$ cat src/rtl/secuenciador_int.sv
// secuenciador_int: interrupt entry/return sequencer between decoder and datapath.
// Passes the decoder control word through, except for a one-cycle ENTRY
// (squash + push PC + load vector) and the RETI cycle (pop + return strobe).
module secuenciador_int #(
    parameter int          N_INT   = 8,
    parameter logic [7:0]  OP_RETI = 8'hFE,
    localparam int         IW      = (N_INT > 1) ? $clog2(N_INT) : 1
) (
    input  logic             clk,
    input  logic             reset,
    input  logic [N_INT-1:0] int_req,
    input  logic [N_INT-1:0] int_en,
    input  logic             gie,
    input  logic             stack_full,
    input  logic [7:0]       opcode,
    input  logic             uc_push,
    input  logic             uc_pop,
    input  logic             uc_s_pila,
    input  logic             uc_we3,
    input  logic             uc_wez,
    input  logic             uc_oe,
    input  logic [1:0]       uc_s_inc,
    output logic             push,
    output logic             pop,
    output logic             s_pila,
    output logic             we3,
    output logic             wez,
    output logic             oe,
    output logic [1:0]       s_inc,
    output logic [N_INT-1:0] s_calli,
    output logic [N_INT-1:0] s_reti,
    output logic             in_service,
    output logic [IW-1:0]    int_idx
);

    typedef enum logic [1:0] {IDLE, ENTRY, ISR, GUARD} state_t;

    state_t           state_q, state_d;
    logic [IW-1:0]    int_idx_q, int_idx_d;
    logic [N_INT-1:0] win;
    logic [IW-1:0]    win_idx;
    logic [N_INT-1:0] idx_onehot;

    // One-hot decode of the latched line index, shared by both strobes
    for (genvar gi = 0; gi < N_INT; gi++) begin : g_onehot
        assign idx_onehot[gi] = (int_idx_q == IW'(gi));
    end

    // Qualified requests and lowest-index (highest-priority) winner
    always_comb begin
        win     = gie ? (int_req & int_en) : '0;
        win_idx = '0;
        for (int i = N_INT - 1; i >= 0; i--) begin
            if (win[i]) win_idx = IW'(i);
        end
    end

    // Next-state and index latch; entry only from IDLE, never nested
    always_comb begin
        state_d   = state_q;
        int_idx_d = int_idx_q;
        case (state_q)
            IDLE: begin
                if ((win != '0) && !stack_full) begin
                    state_d   = ENTRY;
                    int_idx_d = win_idx;
                end
            end
            ENTRY: state_d = ISR;
            ISR:   if (opcode == OP_RETI) state_d = GUARD;
            GUARD: state_d = IDLE;
            default: state_d = IDLE;
        endcase
    end

    // State and serviced-line registers
    always_ff @(posedge clk or posedge reset) begin
        if (reset) begin
            state_q   <= IDLE;
            int_idx_q <= '0;
        end else begin
            state_q   <= state_d;
            int_idx_q <= int_idx_d;
        end
    end

    // Control word: pass-through, overridden on ENTRY and on the RETI cycle;
    // everything forced low while reset is held, whatever the decoder says
    always_comb begin
        push       = uc_push;
        pop        = uc_pop;
        s_pila     = uc_s_pila;
        we3        = uc_we3;
        wez        = uc_wez;
        oe         = uc_oe;
        s_inc      = uc_s_inc;
        s_calli    = '0;
        s_reti     = '0;
        in_service = (state_q == ISR);
        int_idx    = int_idx_q;
        case (state_q)
            ENTRY: begin
                // Squash the fetched instruction and push its own PC so it re-executes
                push    = 1'b1;
                pop     = 1'b0;
                s_pila  = 1'b0;
                we3     = 1'b0;
                wez     = 1'b0;
                oe      = 1'b0;
                s_inc   = 2'b10;
                s_calli = idx_onehot;
            end
            ISR: begin
                if (opcode == OP_RETI) begin
                    push   = 1'b0;
                    pop    = 1'b1;
                    s_pila = 1'b1;
                    we3    = 1'b0;
                    wez    = 1'b0;
                    oe     = 1'b0;
                    s_reti = idx_onehot;
                end
            end
            default: ;
        endcase
        if (reset) begin
            push       = 1'b0;
            pop        = 1'b0;
            s_pila     = 1'b0;
            we3        = 1'b0;
            wez        = 1'b0;
            oe         = 1'b0;
            s_inc      = 2'b00;
            s_calli    = '0;
            s_reti     = '0;
            in_service = 1'b0;
            int_idx    = '0;
        end
    end

endmodule

$ cat config.mk
export PLATFORM = sky130hd
export DESIGN_NAME = secuenciador_int
export DESIGN_NICKNAME = d
export VERILOG_FILES = /design/src/rtl/secuenciador_int.sv
export SDC_FILE = /design/constraint.sdc
export NUM_CORES = 1
export LEC_CHECK = 0
export BUFFER_PORTS_ARGS = -buffer_cell sky130_fd_sc_hd__buf_2
export CORE_MARGIN = 10
export CORE_UTILIZATION = 38
export CTS_BUF_LIST = sky130_fd_sc_hd__clkbuf_8
export CTS_CLUSTER_DIAMETER = 200
export CTS_CLUSTER_SIZE = 8
export DETAILED_ROUTE_END_ITERATION = 10
export PLACE_DENSITY = 0.88
export REMOVE_ABC_BUFFERS = 1
export SYNTH_ARGS = -nofsm -noshare
export SYNTH_HDL_FRONTEND = slang
export SYNTH_SLANG_ARGS = --single-unit
$ cat constraint.sdc
create_clock -name clk -period 1.8 [get_ports clk]
set_input_delay 0 -clock clk [delete_from_list [all_inputs] [get_ports clk]]
set_output_delay 0 -clock clk [all_outputs]
set_load 0.02 [all_outputs]
==> run_results.csv <==
group,metric,value,unit
timing,post-route-period-util,0.9097,
yosys,synthCells,100,
grt,grt_pass1_vias,1057,
yosys,synth_edf_count,0,
detailed_routing,dr.pass1.iters,4,
timing,setup_tns,0,ns
detailed_routing,drc,0,
timing,tightest_slew,0.4588,ns
yosys,yosys_warnings,0,
setup_path,reg2reg_from,"state_q[1]",
grt,grt_overflow,0,
setup_path,cp_data_arrival_time,1.64,ns
grt,grt_max_degree,13,
timing,finalMaxSlewViolations,0,
cts,clk_pin_slew_worst_paths,0.03,ns
pwr,leakage,0.0005988,uW
detailed_routing,wl,2890,um
detailed_routing,viasPerCell,5.311,
pwr,power,1303,uW
timing,max_freq,610.7,MHz
setup_path,crit_path_end_kind,"output port",
cells_and_area,layout_commonest_cell,"buf_2",
cells_and_area,fin_nets,206,
yosys,ys_types,31,
timing,worst_hold_slack,0.1333,ns
cts,cts_tree,"yes",
cells_and_area,register_area,125.1,um^2
yosys,ys_seq_area_frac,0.1739,
pwr,powerDensity,1163,nW/um^2
cells_and_area,multiInputGateArea,574.3,um^2
yosys,synth-seq-cells,5,
grt,antenna_found_initial,0,
cts,cts-root-buf,"clkbuf_8",
timing,rsz0062_at_grt,"false",
floorplan,rows,15,
job,cap_violations,0,
yosys,syn-cell-area,719.4,um^2
setup_path,crit_required,1.80,ns
placed_design,place_area,1055,um^2
floorplan,die_area,4034,um^2
timing,slew_headroom,0.6931,
floorplan,core_region_area,1764,um^2
cts,cts_max_level,1,
grt,gr-usage-all-layers,0.1319,
detailed_routing,avgRoutedWirePerCell,15.21,um
floorplan,fp.dieW,63.51,um
setup_path,r2r_slack,0.30,ns
floorplan,ioPinCount,64,
yosys,synth.avg_cell_area,7.194,um^2
detailed_routing,ant_nets,0,
cts,clock_latency,0.22,ns
placed_design,numPortBuffers,63,
pwr,ir_worst_vdd,0.0007297,V
status,status,"finished clean",
cts,postCtsSetupRepairBufs,0,
grt,grt_first_pass_wirelength,4560,um
cells_and_area,diodes,0,
cts,clkSinkCount,5,
timing,hold_violations,0,
setup_path,crit_path_start_kind,"flip-flop",
setup_path,critPathKind,"flip-flop to output port",
min_path,holdCritPathClass,"input port to flip-flop",
timing,min_period,1.638,ns
placed_design,place_hpwl,2487,um
floorplan,die_y,63.51,um
cells_and_area,final_cell_area,1120,um^2
yosys,async_reset_ff_frac,1.000,
cts,clock_tree.buffer_depth,2,
setup_path,crit_path_start,"state_q[0]",
cells_and_area,stdcell_count,190,
placed_design,gp_congestion,0.8220,
cells_and_area,fillers,174,
cts,cts_buffers,3,
cells_and_area,areaGrowthSynthToFinish,55.65,%
cells_and_area,final_cell_mix,"63 x buf_2, 12 x nor2_1, 11 x nand2_1",
timing,finalSetupViolCount,0,
detailed_routing,num_vias,1009,
setup_path,crit_end,"s_reti[0]",
setup_path,rr_worst_depth,6,
yosys,ys.flop_type,"dfrtp_1",
detailed_routing,first_iter_violations,33,
floorplan,initial_core_util,0.4078,
timing,clock-skew-final,0.0006910,ns
setup_path,crit_fanout,4,
cells_and_area,drive_above_1_share,0.4545,
setup_path,reg2reg_to,"state_q[0]",
placed_design,placedCellCount,185,
stage by stage:
stage                       util  worst slack, ns
after global routing      0.6348         0.002102
after CTS                 0.6291          0.01294
after global placement    0.5979           0.3808
after floorplan                -          0.02225
after detailed placement  0.5979           0.2468
final                     0.6348           0.1625
worst min-delay path by stage:
| stage | start | to | slack (ns) | depth (start not counted) |
|---|---|---|---|---|
| finish | int_en[0] | int_idx_q[0] | 0.13 | 3 |
| global route | gie | int_idx_q[0] | 0.16 | 2 |
| CTS | int_en[0] | int_idx_q[0] | 0.13 | 3 |
| detailed placement | reset | int_idx_q[1] | 0.05 | 2 |
| global placement | reset | int_idx_q[2] | 0.03 | 2 |
| floorplan | reset | int_idx_q[0] | -0.20 | 1 |
cell type report:
type / instances / share of cell area
clock buffer: 3 / 0.03687
tap: 25 / 0.02793
multi-input combinational: 87 / 0.5129
inverter: 5 / 0.01676
sequential: 5 / 0.1117
clock inverter: 1 / 0.003352
timing repair buffer: 64 / 0.2905
layer usage:
metal  share of wire  vias up  track usage
li1                -      494            -
met1            0.43      458       0.1431
met2            0.46       53       0.2198
met3           0.097        4      0.06007
met4          0.0083        0      0.04645
met5               0        -            0
report_power, final:
group	internal (uW)	switching [uW]
Combinational	350	482
Sequential	171	104
Clock	146	50.8
Total	666	636
critical path, cell delays in order, from the launching register on:
cell      delay (ns)
dfrtp_1         0.41
inv_2           0.10
ha_2            0.20
inv_1           0.07
nor2_2          0.13
nand3b_1        0.16
nor3_1          0.15
buf_2           0.19
sequential cells by signal, indices dropped and copies added, names as in the netlist:
register and count:
int_idx_q 3, state_q 2
kinds of logic after synthesis:
logic type	Yosys count	share of synthesized area
AO/OA/AOI/OAI	27	0.3113
adder cells (fa/ha/maj)	4	0.06957
buffers and inverters	8	0.04174
flip-flops	5	0.1739
multiplexers	1	0.01391
AND/OR/NAND/NOR	55	0.3896
repair_timing:
item	in CTS	in global routing
endpoints found under the setup margin	0	12
hold endpoints to repair	5	0
gates resized for setup	0	5
hold buffers	1	0
cells in the mapped netlist, types with 2 or more instances:
| library cell | n | area share |
|---|---|---|
| clkbuf_1 | 3 | 0.016 |
| ha_1 | 4 | 0.070 |
| nor3_1 | 7 | 0.049 |
| dfrtp_1 | 5 | 0.17 |
| nand3b_1 | 2 | 0.021 |
| nand4_1 | 2 | 0.017 |
| o211ai_1 | 2 | 0.021 |
| a32oi_1 | 2 | 0.024 |
| inv_1 | 5 | 0.026 |
| nor2_1 | 13 | 0.068 |
| nand2_1 | 11 | 0.057 |
| a21oi_1 | 4 | 0.028 |
| nor4_1 | 3 | 0.026 |
| o21a_1 | 4 | 0.042 |
| nand2b_1 | 4 | 0.035 |
| nor2b_1 | 4 | 0.035 |
| and2_1 | 5 | 0.043 |
| o21ai_0 | 5 | 0.035 |
| a22o_1 | 3 | 0.037 |
(Power assumes the default switching activity.)
